File: config.mk
export PLATFORM = sky130hd
export DESIGN_NAME = regfile_wb_arbiter
export DESIGN_NICKNAME = d
export VERILOG_FILES = /design/src/rtl/regfile_pkg.sv /design/src/rtl/wb_fifo2.sv /design/src/rtl/regfile_wb_arbiter.sv
export SDC_FILE = /design/constraint.sdc
export NUM_CORES = 1
export LEC_CHECK = 0
export BUFFER_PORTS_ARGS = -buffer_cell sky130_fd_sc_hd__buf_2
export CORE_ASPECT_RATIO = 1.2
export CORE_UTILIZATION = 52
export DETAILED_ROUTE_END_ITERATION = 12
export HOLD_SLACK_MARGIN = 0.06
export MAX_ROUTING_LAYER = met4
export PLACE_DENSITY_LB_ADDON = 0.1
export SYNTH_ARGS = -nofsm -noshare
export SYNTH_HDL_FRONTEND = slang
export SYNTH_SLANG_ARGS = --single-unit
File: constraint.sdc
create_clock -name clk -period 4.9 [get_ports clk]
set_clock_uncertainty 0.2 [all_clocks]
set_input_delay 0.98 -clock clk [delete_from_list [all_inputs] [get_ports clk]]
set_output_delay 0.98 -clock clk [all_outputs]
set_load 0.05 [all_outputs]
File: src/rtl/regfile_pkg.sv
// Shared types and constants for the register-file writeback arbiter.
package regfile_pkg;

  localparam int REG_ADDR_W = 5;
  localparam int DATA_W     = 32;
  localparam int NUM_REGS   = 1 << REG_ADDR_W;

  // One buffered writeback: destination register and its data.
  typedef struct packed {
    logic [REG_ADDR_W-1:0] rd;
    logic [DATA_W-1:0]     data;
  } wb_req_t;

  // Which FIFO head owns the register-file write port this cycle.
  typedef enum logic [1:0] {
    GNT_NONE,
    GNT_ALU,
    GNT_MEM
  } grant_e;

  // One-hot of a destination register, or zero when the entry is not valid.
  function automatic logic [NUM_REGS-1:0] rd_onehot(input logic                  valid,
                                                    input logic [REG_ADDR_W-1:0] rd);
    rd_onehot = valid ? (NUM_REGS'(1) << rd) : '0;
  endfunction

endpackage

File: src/rtl/wb_fifo2.sv
// Two-entry in-order FIFO of writeback requests. Slot 0 is always the head;
// a pop shifts slot 1 forward. Also exports the one-hot destination mask of
// the entries it will hold after the coming edge.
module wb_fifo2
  import regfile_pkg::*;
(
  input  logic                clk,
  input  logic                rst_n,
  input  logic                i_push,
  input  wb_req_t             i_push_req,
  input  logic                i_pop,
  output logic [1:0]          o_count,
  output wb_req_t             o_head,
  output logic [NUM_REGS-1:0] o_nxt_mask
);

  logic [1:0] r_count;
  wb_req_t    r_slot0;
  wb_req_t    r_slot1;

  logic [1:0] w_count_nxt;
  wb_req_t    w_slot0_nxt;
  wb_req_t    w_slot1_nxt;

  // Next state: apply the pop first, then place a push in the first free slot.
  always_comb begin
    // NOTE: every output of this block gets a default first, so no path leaves one unassigned and no latch is inferred.
    w_count_nxt = r_count;
    w_slot0_nxt = r_slot0;
    w_slot1_nxt = r_slot1;
    if (i_pop) begin
      w_slot0_nxt = r_slot1;
      w_count_nxt = r_count - 2'd1;
    end
    if (i_push) begin
      if (w_count_nxt == 2'd0) begin
        w_slot0_nxt = i_push_req;
      end else begin
        w_slot1_nxt = i_push_req;
      end
      w_count_nxt = w_count_nxt + 2'd1;
    end
  end

  // Occupancy register; the only state that reset has to clear.
  always_ff @(posedge clk) begin
    // NOTE: sequential state uses non-blocking '<=' so every flop samples pre-edge values; blocking '=' stays in always_comb.
    if (!rst_n) begin
      r_count <= 2'd0;
    end else begin
      r_count <= w_count_nxt;
    end
  end

  // Payload storage.
  always_ff @(posedge clk) begin
    // NOTE: the slots are deliberately not reset; r_count alone decides which of them hold live data.
    r_slot0 <= w_slot0_nxt;
    r_slot1 <= w_slot1_nxt;
  end

  assign o_count    = r_count;
  assign o_head     = r_slot0;
  assign o_nxt_mask = rd_onehot(w_count_nxt != 2'd0, w_slot0_nxt.rd)
                    | rd_onehot(w_count_nxt == 2'd2, w_slot1_nxt.rd);

endmodule

File: src/rtl/regfile_wb_arbiter.sv
// Writeback arbiter: buffers ALU and MEM results in two 2-entry FIFOs and
// drives the single register-file write port, MEM first with an ALU
// anti-starvation override. Optional macro REGWB_BYPASS_EN adds a
// write-to-read bypass on the BusA/BusB read tap.
module regfile_wb_arbiter
  import regfile_pkg::*;
#(
  parameter int STARVE_MAX = 3
) (
  input  logic                  clk,
  input  logic                  rst_n,
  input  logic                  alu_valid,
  input  logic [REG_ADDR_W-1:0] alu_rd,
  input  logic [DATA_W-1:0]     alu_data,
  output logic                  alu_ready,
  input  logic                  mem_valid,
  input  logic [REG_ADDR_W-1:0] mem_rd,
  input  logic [DATA_W-1:0]     mem_data,
  output logic                  mem_ready,
  output logic                  RegWr,
  output logic [REG_ADDR_W-1:0] RW,
  output logic [DATA_W-1:0]     BusW,
  output logic [NUM_REGS-1:0]   pend_mask,
  input  logic [REG_ADDR_W-1:0] RA,
  input  logic [REG_ADDR_W-1:0] RB,
  input  logic [DATA_W-1:0]     BusA_in,
  input  logic [DATA_W-1:0]     BusB_in,
  output logic [DATA_W-1:0]     BusA_out,
  output logic [DATA_W-1:0]     BusB_out
);

  localparam int STARVE_W = ($clog2(STARVE_MAX + 1) > 2) ? $clog2(STARVE_MAX + 1) : 2;
  localparam logic [STARVE_W-1:0] STARVE_LIM = STARVE_W'(STARVE_MAX);

  logic [1:0]          w_alu_count;
  logic [1:0]          w_mem_count;
  wb_req_t             w_alu_head;
  wb_req_t             w_mem_head;
  logic [NUM_REGS-1:0] w_alu_nxt_mask;
  logic [NUM_REGS-1:0] w_mem_nxt_mask;
  logic                w_alu_push;
  logic                w_mem_push;
  logic                w_alu_hv;
  logic                w_mem_hv;
  grant_e              w_grant;
  logic [STARVE_W-1:0] r_starve;
  logic [NUM_REGS-1:0] r_pend_mask;

  // Ready depends only on registered occupancy; held low during reset.
  assign alu_ready  = rst_n && (w_alu_count < 2'd2);
  assign mem_ready  = rst_n && (w_mem_count < 2'd2);
  // Writes to r0 are acknowledged but never buffered.
  assign w_alu_push = alu_valid && alu_ready && (alu_rd != '0);
  assign w_mem_push = mem_valid && mem_ready && (mem_rd != '0);
  assign w_alu_hv   = (w_alu_count != 2'd0);
  assign w_mem_hv   = (w_mem_count != 2'd0);

  wb_fifo2 u_alu_fifo (
    .clk        (clk),
    .rst_n      (rst_n),
    .i_push     (w_alu_push),
    .i_push_req ('{rd: alu_rd, data: alu_data}),
    .i_pop      (w_grant == GNT_ALU),
    .o_count    (w_alu_count),
    .o_head     (w_alu_head),
    .o_nxt_mask (w_alu_nxt_mask)
  );

  wb_fifo2 u_mem_fifo (
    .clk        (clk),
    .rst_n      (rst_n),
    .i_push     (w_mem_push),
    .i_push_req ('{rd: mem_rd, data: mem_data}),
    .i_pop      (w_grant == GNT_MEM),
    .o_count    (w_mem_count),
    .o_head     (w_mem_head),
    .o_nxt_mask (w_mem_nxt_mask)
  );

  // MEM wins contention unless ALU has already waited STARVE_MAX grants.
  always_comb begin
    w_grant = GNT_NONE;
    if (w_alu_hv && w_mem_hv) begin
      w_grant = (r_starve == STARVE_LIM) ? GNT_ALU : GNT_MEM;
    end else if (w_alu_hv) begin
      w_grant = GNT_ALU;
    end else if (w_mem_hv) begin
      w_grant = GNT_MEM;
    end
  end

  // Register-file write port driven from the granted head; silent in reset.
  always_comb begin
    RegWr = 1'b0;
    RW    = '0;
    BusW  = '0;
    if (rst_n) begin
      case (w_grant)
        GNT_ALU: begin
          RegWr = 1'b1;
          RW    = w_alu_head.rd;
          BusW  = w_alu_head.data;
        end
        GNT_MEM: begin
          RegWr = 1'b1;
          RW    = w_mem_head.rd;
          BusW  = w_mem_head.data;
        end
        default: ;
      endcase
    end
  end

  // Count consecutive MEM wins while ALU waits; saturate at the limit.
  always_ff @(posedge clk) begin
    if (!rst_n) begin
      r_starve <= '0;
    end else if (w_grant == GNT_ALU || !w_alu_hv) begin
      r_starve <= '0;
    end else if (w_grant == GNT_MEM && r_starve != STARVE_LIM) begin
      r_starve <= r_starve + STARVE_W'(1);
    end
  end

  // Registered pending mask of every entry held after this edge.
  always_ff @(posedge clk) begin
    if (!rst_n) begin
      r_pend_mask <= '0;
    end else begin
      r_pend_mask <= w_alu_nxt_mask | w_mem_nxt_mask;
    end
  end

  assign pend_mask = r_pend_mask;

`ifdef REGWB_BYPASS_EN
  // Forward the in-flight write onto a matching read port (never r0).
  assign BusA_out = (RegWr && RW == RA && RA != '0) ? BusW : BusA_in;
  assign BusB_out = (RegWr && RW == RB && RB != '0) ? BusW : BusB_in;
`else
  // Read tap passes straight through; read addresses are not needed.
  assign BusA_out = BusA_in;
  assign BusB_out = BusB_in;
  logic w_unused_rd;
  assign w_unused_rd = ^{RA, RB};
`endif

endmodule

==> out/results.ini, run 1 <==
[status]
outcome = complete, no violations

[die]
start_util_pct = 53.1
io_pins = 288
die-width_um = 124
core-area_um2 = 17400
die_height_um = 148
die_area_um2 = 18300
rows = 53

[sta]
fin_crit_sh_pct = 82.2
worst_pin_slew_ns = 0.807
drv_slew = 0
rsz0062_at_grt = no
fin_tns_setup_ns = 0
setup_viol = 0
worst_slew_margin_rel_pct = 45.9
min_period_ns = 4.03
max_freq_mhz = 248
hold_viol_final = 0

[clock_tree]
holdBufCountCts = 0
htreeDepth = 4
clock_path_buffers = 2
cts_buffers = 17
cts.sinks = 186
clkTransAtPathRegs_ns = 0.07
cts-root-buf = clkbuf_16
post_cts_buffers = 0
clock_latency_ns = 0.43
cts_resized = 0
cts_tree = yes

[critical_path]
crit_slowest_cell = mux2i_2
cp_num_cells = 14
rrSetupSlack_ns = 0.87
crit_buf_inv = 4
r2r-end = pend_mask[21]
cp.arrival_ns = 4.15
cp_common_cell = inv_1
path_max_fanout = 12
cp-end-kind = flip-flop
endpoint = pend_mask[21]
cp_data_required_time_ns = 5.02
r2r_start = u_mem_fifo.o_count[0]
cp_top_family = compound AO/OA/AOI/OAI gates
reg2reg_depth = 14
path_cells = inv_1 -> ha_1 -> buf_4 -> inv_1 -> nand3_1 -> nor2_1 -> a21oi_1 -> ha_1 -> a211oi_4 -> mux2i_2 -> inv_1 -> nand2b_1 -> o22ai_1 -> o31a_1
critPathLaunchType = flip-flop
cpPeakStageDelay_ns = 0.53
cp-startpoint = u_mem_fifo.o_count[0]
critPathKind = flip-flop to flip-flop

[power]
total_power_mw = 8.27
leakage_nw = 4.13
p_per_area_nw_per_um2 = 804
vdd_drop_max_mv = 0.406

[grt]
grt_first_pass_wirelength_mm = 38.5
grt_max_degree = 69
antenna_found_initial = 1
grt_pass1_vias = 7071
gr-total-overflow = 0
grt_use_total_pct = 28.9

[cells_and_area]
drive_above_1_share_pct = 24.0
final_nets = 1187
nFillCells = 1571
final_common_cell = buf_2
area_growth_pct = 11.1
layout_common_cells = buf_2 (149), dfxtp_1 (122), nor2_1 (113)
fin_util_pct = 59.0

[synthesis]
synth_nets = 1122
ys_seq_elements = 186
seq_area_frac_synth_pct = 47.1
synth_cell_types = 81
synth_flop_cell = dfxtp_1
synth_cells = 963
syn_avg_cell_area_um2 = 9.61
synth_edf_count = 64
netlist_area_um2 = 9260
synthArstFlopShare_pct = 0
ys.warnings.count = 0

[detailed_routing]
drt_pass1_iterations = 5
routedWlPerCell_um = 19.9
routed_wl_mm = 25.1
drc_errors = 0
detail_route.vias_per_cell = 5.80
drt_iter0_drc = 470
ant_nets = 0
num_vias = 7314

[run]
cap_viol_max_count = 0

[placed_design]
io_buffers = 149
hpwl_mm = 17.4
gp_congestion = 0.962

[worst_hold_path]
min_path_type = flip-flop to flip-flop

## where the power goes
part / total (mW) / internal, mW / leakage (nW) / switching [mW]
combinational: 4.42 / 1.47 / 2.24 / 2.95
clock: 1.34 / 0.680 / 0.279 / 0.663
sequential: 2.51 / 2.21 / 1.60 / 0.308
total: 8.27 / 4.35 / 4.13 / 3.92
## sequential cells by signal, indices dropped and copies added, names as in the netlist
| signal | flops |
|---|---|
| pend_mask | 32 |
| u_alu_fifo.o_head | 37 |
| u_alu_fifo.r_slot1 | 37 |
| u_alu_fifo.o_count | 2 |
| u_mem_fifo.o_count | 2 |
| r_starve | 2 |
| u_mem_fifo.r_slot1 | 37 |
| u_mem_fifo.o_head | 37 |
## logic make-up after synthesis
family	Yosys count	synth area share, %
buf+inv	150	9.19
simple gates	307	15.5
xor+xnor	5	0.676
compound gates	235	18.3
flops	186	47.1
fa+ha+maj	7	0.946
mux	73	8.29
## worst register-to-register path, cell delays in order (launching register included)
cell	delay, ns
dfxtp_1	0.44
inv_1	0.11
ha_1	0.27
buf_4	0.19
inv_1	0.19
nand3_1	0.18
nor2_1	0.12
a21oi_1	0.07
ha_1	0.27
a211oi_4	0.46
mux2i_2	0.53
inv_1	0.24
nand2b_1	0.28
o22ai_1	0.12
o31a_1	0.26
## synthesized netlist by cell type (8+ instances only)
| cell type | instances | area, µm² |
|---|---|---|
| edfxtp_1 | 64 | 1920 |
| buf_2 | 10 | 50.1 |
| nand2b_1 | 14 | 87.6 |
| mux2_2 | 8 | 90.1 |
| o22ai_1 | 26 | 163 |
| o32ai_1 | 10 | 87.6 |
| buf_4 | 69 | 518 |
| a31oi_1 | 22 | 138 |
| nor2_1 | 113 | 424 |
| mux2i_1 | 59 | 591 |
| nand2_1 | 107 | 402 |
| dfxtp_1 | 122 | 2440 |
| o21ai_0 | 45 | 225 |
| buf_1 | 9 | 33.8 |
| a221o_1 | 11 | 110 |
| nand3_1 | 15 | 75.1 |
| a21oi_1 | 20 | 100 |
| inv_1 | 26 | 97.6 |
| clkbuf_1 | 29 | 109 |
| a22oi_1 | 39 | 293 |
| o21a_1 | 11 | 82.6 |
## stage by stage
| step | hold WS (ns) | std cells | setup slack, ns | cell area, µm² |
|---|---|---|---|---|
| 2_1_floorplan | 0.251 | 963 | 1.21 | 9260 |
| 3_3_place_gp | 0.262 | 1229 | 0.937 | 9700 |
| 3_5_place_dp | 0.264 | 1229 | 0.920 | 9700 |
| 4_1_cts | 0.275 | 1261 | 0.869 | 10300 |
| 5_1_grt | 0.299 | 1262 | 0.660 | 10300 |
| 6_report | 0.277 | 1262 | 0.870 | 10300 |
## routing by layer
layer,vias up,wire [µm],GRT usage [%]
li1,3547,-,-
met1,3443,9880,31.6
met2,264,12800,48.8
met3,60,1520,7.02
met4,0,940,13.8
met5,-,0,-
## cell type report
class                   instances  area, µm²  area share [%]
diodes                          1       2.50          0.0243
clock buffers                  17        425            4.14
clock inverters                15        155            1.51
inverters                      30        113            1.09
multi-input cells             627       4070            39.5
flip-flops and latches        186       4360            42.4
well taps                     220        275            2.68
repair buffers                166        886            8.61
## worst min-delay path by stage
stage / endpoint / slack [ns] / startpoint / cells after the start
finish: u_mem_fifo.o_head[27] / 0.28 / u_mem_fifo.o_head[27] / 2
global route: u_mem_fifo.o_head[9] / 0.30 / u_mem_fifo.o_head[9] / 2
CTS: u_mem_fifo.o_head[2] / 0.28 / u_mem_fifo.o_head[2] / 2
detailed placement: u_mem_fifo.o_head[2] / 0.26 / u_mem_fifo.o_head[2] / 2
global placement: u_mem_fifo.o_head[2] / 0.26 / u_mem_fifo.o_head[2] / 2
floorplan: u_mem_fifo.o_head[0] / 0.25 / u_mem_fifo.o_head[0] / 2
No activity file was read; power rests on OpenSTA's default activity.
==> run 2, diff against run 1 <==
Settings changed: ABC_AREA set to 1, CORE_UTILIZATION 52 to 53.
Clock period 4.9 ns to 3.8 ns, I/O delays scaled along.
==> run 2 against run 1 <==
- register-to-register slack worse by 0.50 ns
- global-route usage down 0.81 points
- core utilization up 0.32 points
- flip-flop and latch count unchanged
- first-iteration DRC count up 19%
- synthesized area up 6.3%
- critical path type is now flip-flop to output pin
- largest cell class unchanged
==> out/results.ini, run 2 <==
[cells_and_area]
final_nets = 1550
final_common_cell = nand2_1
layout_common_cells = nand2_1 (384), nor2_1 (154), buf_2 (149)
nFillCells = 1779
area_growth_pct = 9.55
drive_above_1_share_pct = 19.0
multi_input_area_um2 = 4110
regArea_um2 = 4360

[die]
die_area_um2 = 19100
die-width_um = 126
rows = 54
io_pins = 288
core-area_um2 = 18200
start_util_pct = 54.1
die_height_um = 151

[synthesis]
netlist_area_um2 = 9840
synth_edf_count = 64
yosysTopAreaCell = dfxtp_1
synth_flop_cell = dfxtp_1
synth_cells = 1337
syn_avg_cell_area_um2 = 7.36
synth_cell_types = 36
synth_top_area_share_pct = 24.8
seq_area_frac_synth_pct = 44.4
synthTopCellsByCount = nand2_1 (384), nor2_1 (154), inv_1 (129), o21ai_0 (129), dfxtp_1 (122)
synthArstFlopShare_pct = 0
ys_seq_elements = 186
synth_most_common_cell = nand2_1
ys.warnings.count = 0
ys_top_cells_by_area = dfxtp_1 (25%), edfxtp_1 (20%), nand2_1 (15%)
synth_nets = 1496

[sta]
worst_slew_margin_rel_pct = 57.7
worst_pin_slew_ns = 0.635
fin_tns_setup_ns = 0
drv_slew = 0
fin_crit_sh_pct = 93.1
max_freq_mhz = 283
hold_viol_final = 0
setup_viol = 0
rsz0062_at_grt = no
min_period_ns = 3.54

[detailed_routing]
drt_pass1_iterations = 5
routed_wl_mm = 25.4
dr.max_layer_used = met4
num_vias = 8400
wl_met1_mm = 10.4
routedWlPerCell_um = 15.6
wl_met2_mm = 13.3
drc_errors = 0
ant_nets = 0
drt_iter0_drc = 557
detail_route.vias_per_cell = 5.16
wl_met3_mm = 1.22

[grt]
grt_max_degree = 63
grt_first_pass_wirelength_mm = 40.0
grt_pass1_vias = 7771
grt_use_total_pct = 28.1
gr-total-overflow = 0
antenna_found_initial = 1

[critical_path]
reg2reg_depth = 18
cp.arrival_ns = 2.58
cp-end-kind = output pin
cp_data_required_time_ns = 2.84
critPathKind = flip-flop to output pin
path_max_fanout = 53
rrSetupSlack_ns = 0.37
critPathLaunchType = flip-flop

[placed_design]
io_buffers = 149
hpwl_mm = 17.9
gp_congestion = 0.921

[clock_tree]
cts.sinks = 186
cts-root-buf = clkbuf_16
clkTransAtPathRegs_ns = 0.06
cts_tree = yes
clock_path_buffers = 2
clock_latency_ns = 0.43
htreeDepth = 4
cts_buffers = 17
post_cts_buffers = 0

[worst_hold_path]
hold_depth = 2
min_path_type = flip-flop to flip-flop

[status]
outcome = complete, no violations

[run]
cap_viol_max_count = 0

[run 2: changes by cell type in the layout (fill, tap and decap cells not counted), sizes merged, moves of 12 or more]
cell / change
o21ai: +94
nand3: +44
a22oi: -40
a21oi: -12
inv: +122
nor2: +55
mux2i: -62
nand4: +38
nand2: +296
a31oi: -20
nand2b: -15
[run 2: final cells by class]
class | instances | share of cell area [%]
antenna | 1 | 0.0232
clock buffer | 17 | 3.95
sequential | 186 | 40.5
multi-input combinational | 875 | 38.2
tap | 224 | 2.60
inverter | 150 | 5.25
timing repair buffer | 161 | 7.87
clock inverter | 15 | 1.66
[run 2: layer usage]
layer | global-route usage [%] | vias up
li1 | - | 4316
met1 | 31.7 | 3788
met2 | 50.0 | 263
met3 | 5.16 | 33
met4 | 9.88 | 0
met5 | - | -
[run 2: repair_timing]
action,4_1_cts,5_1_grt
gates resized for setup,0,1
hold buffers,0,0
setup endpoints to repair,0,10
[run 2: through the flow]
step / setup slack [ns] / utilization (%) / hold slack [ns] / cell area (µm²) / cells
4_1_cts: 0.243 / 59.3 / 0.279 / 10800 / 1628
6_report: 0.263 / 59.3 / 0.281 / 10800 / 1629
5_1_grt: 0.0259 / 59.3 / 0.295 / 10800 / 1629
3_3_place_gp: 0.307 / 56.0 / 0.273 / 10200 / 1596
2_1_floorplan: 0.601 / - / 0.249 / 9840 / 1337
3_5_place_dp: 0.297 / 56.0 / 0.269 / 10200 / 1596
[run 2: worst max-delay path: stages (launching register included)]
cell and delay [ns]:
dfxtp_1 0.34, inv_1 0.09, ha_1 0.25, inv_2 0.22
nand3_2 0.25, nand2_2 0.23, buf_12 0.27, o22ai_1 0.13
inv_1 0.08, nor2_1 0.04, buf_2 0.23
[run 2: worst paths after layout]
check / start / endpoint
max reg2reg: u_alu_fifo.o_count[0] / pend_mask[7]
max: u_alu_fifo.o_count[0] / BusW[1]
min: u_alu_fifo.o_head[31] / u_alu_fifo.o_head[31]
min reg2reg: u_alu_fifo.o_head[31] / u_alu_fifo.o_head[31]
[run 2: logic make-up after synthesis]
| group | synth area share, % |
|---|---|
| AND/OR/NAND/NOR | 30.0 |
| buffers and inverters | 13.9 |
| AO/OA/AOI/OAI | 10.9 |
| flip-flops | 44.4 |
| adder cells (fa/ha/maj) | 0.890 |
Power of run 2 is not shown: default switching activity piles up to over one toggle a cycle in this logic, so the estimate is an artifact.
==> run 3, diff against run 2 <==
Settings changed: ABC_AREA 1 to unset, CORE_UTILIZATION 53 to 52.
==> run 3 against run 2 <==
- clock-buffer cell count rose by 1
- first-iteration DRC count fell by 29%
- critical path depth rose by 2
- die area fell by 4.1%
- fmax fell by 2.6%
- global-route usage rose by 0.79 points
- critical path type is now flip-flop to flip-flop
- critical endpoint is now pend_mask[24]
- largest cell class unchanged
==> out/results.ini, run 3 (same netlist as run 1, synthesis figures left out) <==
[critical_path]
path_max_fanout = 10
critPathLaunchType = flip-flop
rrSetupSlack_ns = 0.17
cp-startpoint = u_mem_fifo.o_count[1]
reg2reg_depth = 12
r2r-end = pend_mask[24]
crit_buf_inv = 2
critPathKind = flip-flop to flip-flop
crit_slowest_cell = dfxtp_1
cp-end-kind = flip-flop
endpoint = pend_mask[24]
cp_top_family = compound AO/OA/AOI/OAI gates
cp_data_required_time_ns = 3.93
cp_num_cells = 12
cpPeakStageDelay_ns = 0.41
path_cells = inv_1 -> ha_1 -> o21ba_4 -> mux2_2 -> ha_1 -> nor4bb_1 -> buf_4 -> o21ai_4 -> mux2_2 -> o21ai_1 -> o22ai_1 -> a221o_1
r2r_start = u_mem_fifo.o_count[1]
cp.arrival_ns = 3.76

[clock_tree]
htreeDepth = 4
clock_latency_ns = 0.44
clkTransAtPathRegs_ns = 0.08
cts.sinks = 186
clock_path_buffers = 2
cts-root-buf = clkbuf_16
cts_buffers = 17
cts_tree = yes

[cells_and_area]
fin_area_um2 = 10600
fin_cells = 1289
final_common_cell = buf_2
final_nets = 1212
layout_common_cells = buf_2 (149), dfxtp_1 (122), nor2_1 (113)
drive_above_1_share_pct = 26.4
area_growth_pct = 14.2

[power]
p_sw_mw = 5.16
p_per_area_nw_per_um2 = 1040
vdd_drop_max_mv = 0.522
sw_frac_of_total_pct = 46.9
p_int_mw = 5.85
seqPwrFrac_pct = 29.3
clock_power_share_pct = 16.4
p_comb_share_pct = 54.3
leakage_nw = 4.27

[detailed_routing]
dr.max_layer_used = met4
drt_pass1_iterations = 5
wl_met1_mm = 10.3
routedWlPerCell_um = 19.5
routed_wl_mm = 25.2
detail_route.vias_per_cell = 5.70
ant_nets = 0
wl_met2_mm = 12.5
wl_met3_mm = 1.31
num_vias = 7343
drt_iter0_drc = 397
drc_errors = 0

[die]
rows = 53
io_pins = 288
core-area_um2 = 17400
die_height_um = 148
die_area_um2 = 18300
die-width_um = 124
start_util_pct = 53.1

[sta]
whs_ns = 0.278
fin_tns_setup_ns = 0
hold_viol_final = 0
rsz0062_at_grt = yes
min_period_ns = 3.63
worst_pin_slew_ns = 0.725
fin_crit_sh_pct = 95.6
worst_slew_margin_rel_pct = 51.2
max_freq_mhz = 275
drv_slew = 0
setup_viol = 0

[placed_design]
gp_congestion = 1.01
hpwl_mm = 17.8
io_buffers = 149
dp.cells = 1251
dpl-instance-area_um2 = 9880

[grt]
grt_pass1_vias = 6991
gr-total-overflow = 0
grt_use_total_pct = 28.9
grt_first_pass_wirelength_mm = 38.5
grt_max_degree = 65
antenna_found_initial = 3

[run]
cap_viol_max_count = 0

[status]
outcome = complete, no violations

[worst_hold_path]
min_path_type = flip-flop to flip-flop
hold_start = u_mem_fifo.o_head[6]

## run 3: cell types whose count changed in the layout (fill, tap and decap cells not counted), moves of 27 or more
cell,previous run,this run
a22oi_1,0,39
buf_4,11,38
inv_1,129,26
mux2i_1,0,59
nand2_1,384,106
nand3_1,57,14
nand4_1,40,2
nor2_1,154,113
o21ai_0,129,44
## run 3: repair_timing
action,CTS,global route
setup endpoints to repair,0,18
hold buffers,0,0
buffers inserted,0,3
resized for setup,0,10
## run 3: per-layer routing
metal	vias up	track usage [%]
met4	0	13.0
met5	-	-
met3	67	6.52
met2	260	46.9
li1	3613	-
met1	3403	33.8
## run 3: area by class of cell
class / instances / area (µm²)
fillers: 1578 / 6870
flip-flops and latches: 186 / 4360
multi-input cells: 627 / 4100
repair buffers: 191 / 1090
clock buffers: 18 / 439
well taps: 220 / 275
clock inverters: 14 / 175
inverters: 30 / 113
diodes: 3 / 7.51
## run 3: worst min-delay path by stage
| stage | cells past startpoint | to |
|---|---|---|
| floorplan | 2 | u_mem_fifo.o_head[0] |
| global placement | 2 | u_mem_fifo.o_head[16] |
| detailed placement | 2 | u_mem_fifo.o_head[2] |
| CTS | 2 | u_mem_fifo.o_head[2] |
| global route | 1 | u_alu_fifo.r_slot1[15] |
| finish | 2 | u_mem_fifo.o_head[6] |
## run 3: tightest hold or removal path: stages, from the launching register on
cell and delay (ns):
dfxtp_1 0.31, nand2_1 0.05, a31oi_1 0.07
## run 3: power groups by stage
stage / Combinational, mW / Sequential [mW] / Clock [mW]
2_1_floorplan: 4.19 / 3.43 / 0
3_3_place_gp: 5.87 / 3.25 / 0
3_5_place_dp: 5.87 / 3.26 / 0
4_1_cts: 5.90 / 3.22 / 1.84
5_1_grt: 6.46 / 3.31 / 1.91
6_report: 5.97 / 3.23 / 1.81
## run 3: per-stage QoR
stage | total power [mW] | util, % | setup slack (ns)
2_1_floorplan | 7.62 | - | 0.333
3_3_place_gp | 9.12 | 56.7 | 0.206
3_5_place_dp | 9.14 | 56.7 | 0.165
4_1_cts | 11.0 | 60.2 | 0.117
5_1_grt | 11.7 | 60.6 | -0.0183
6_report | 11.0 | 60.6 | 0.167
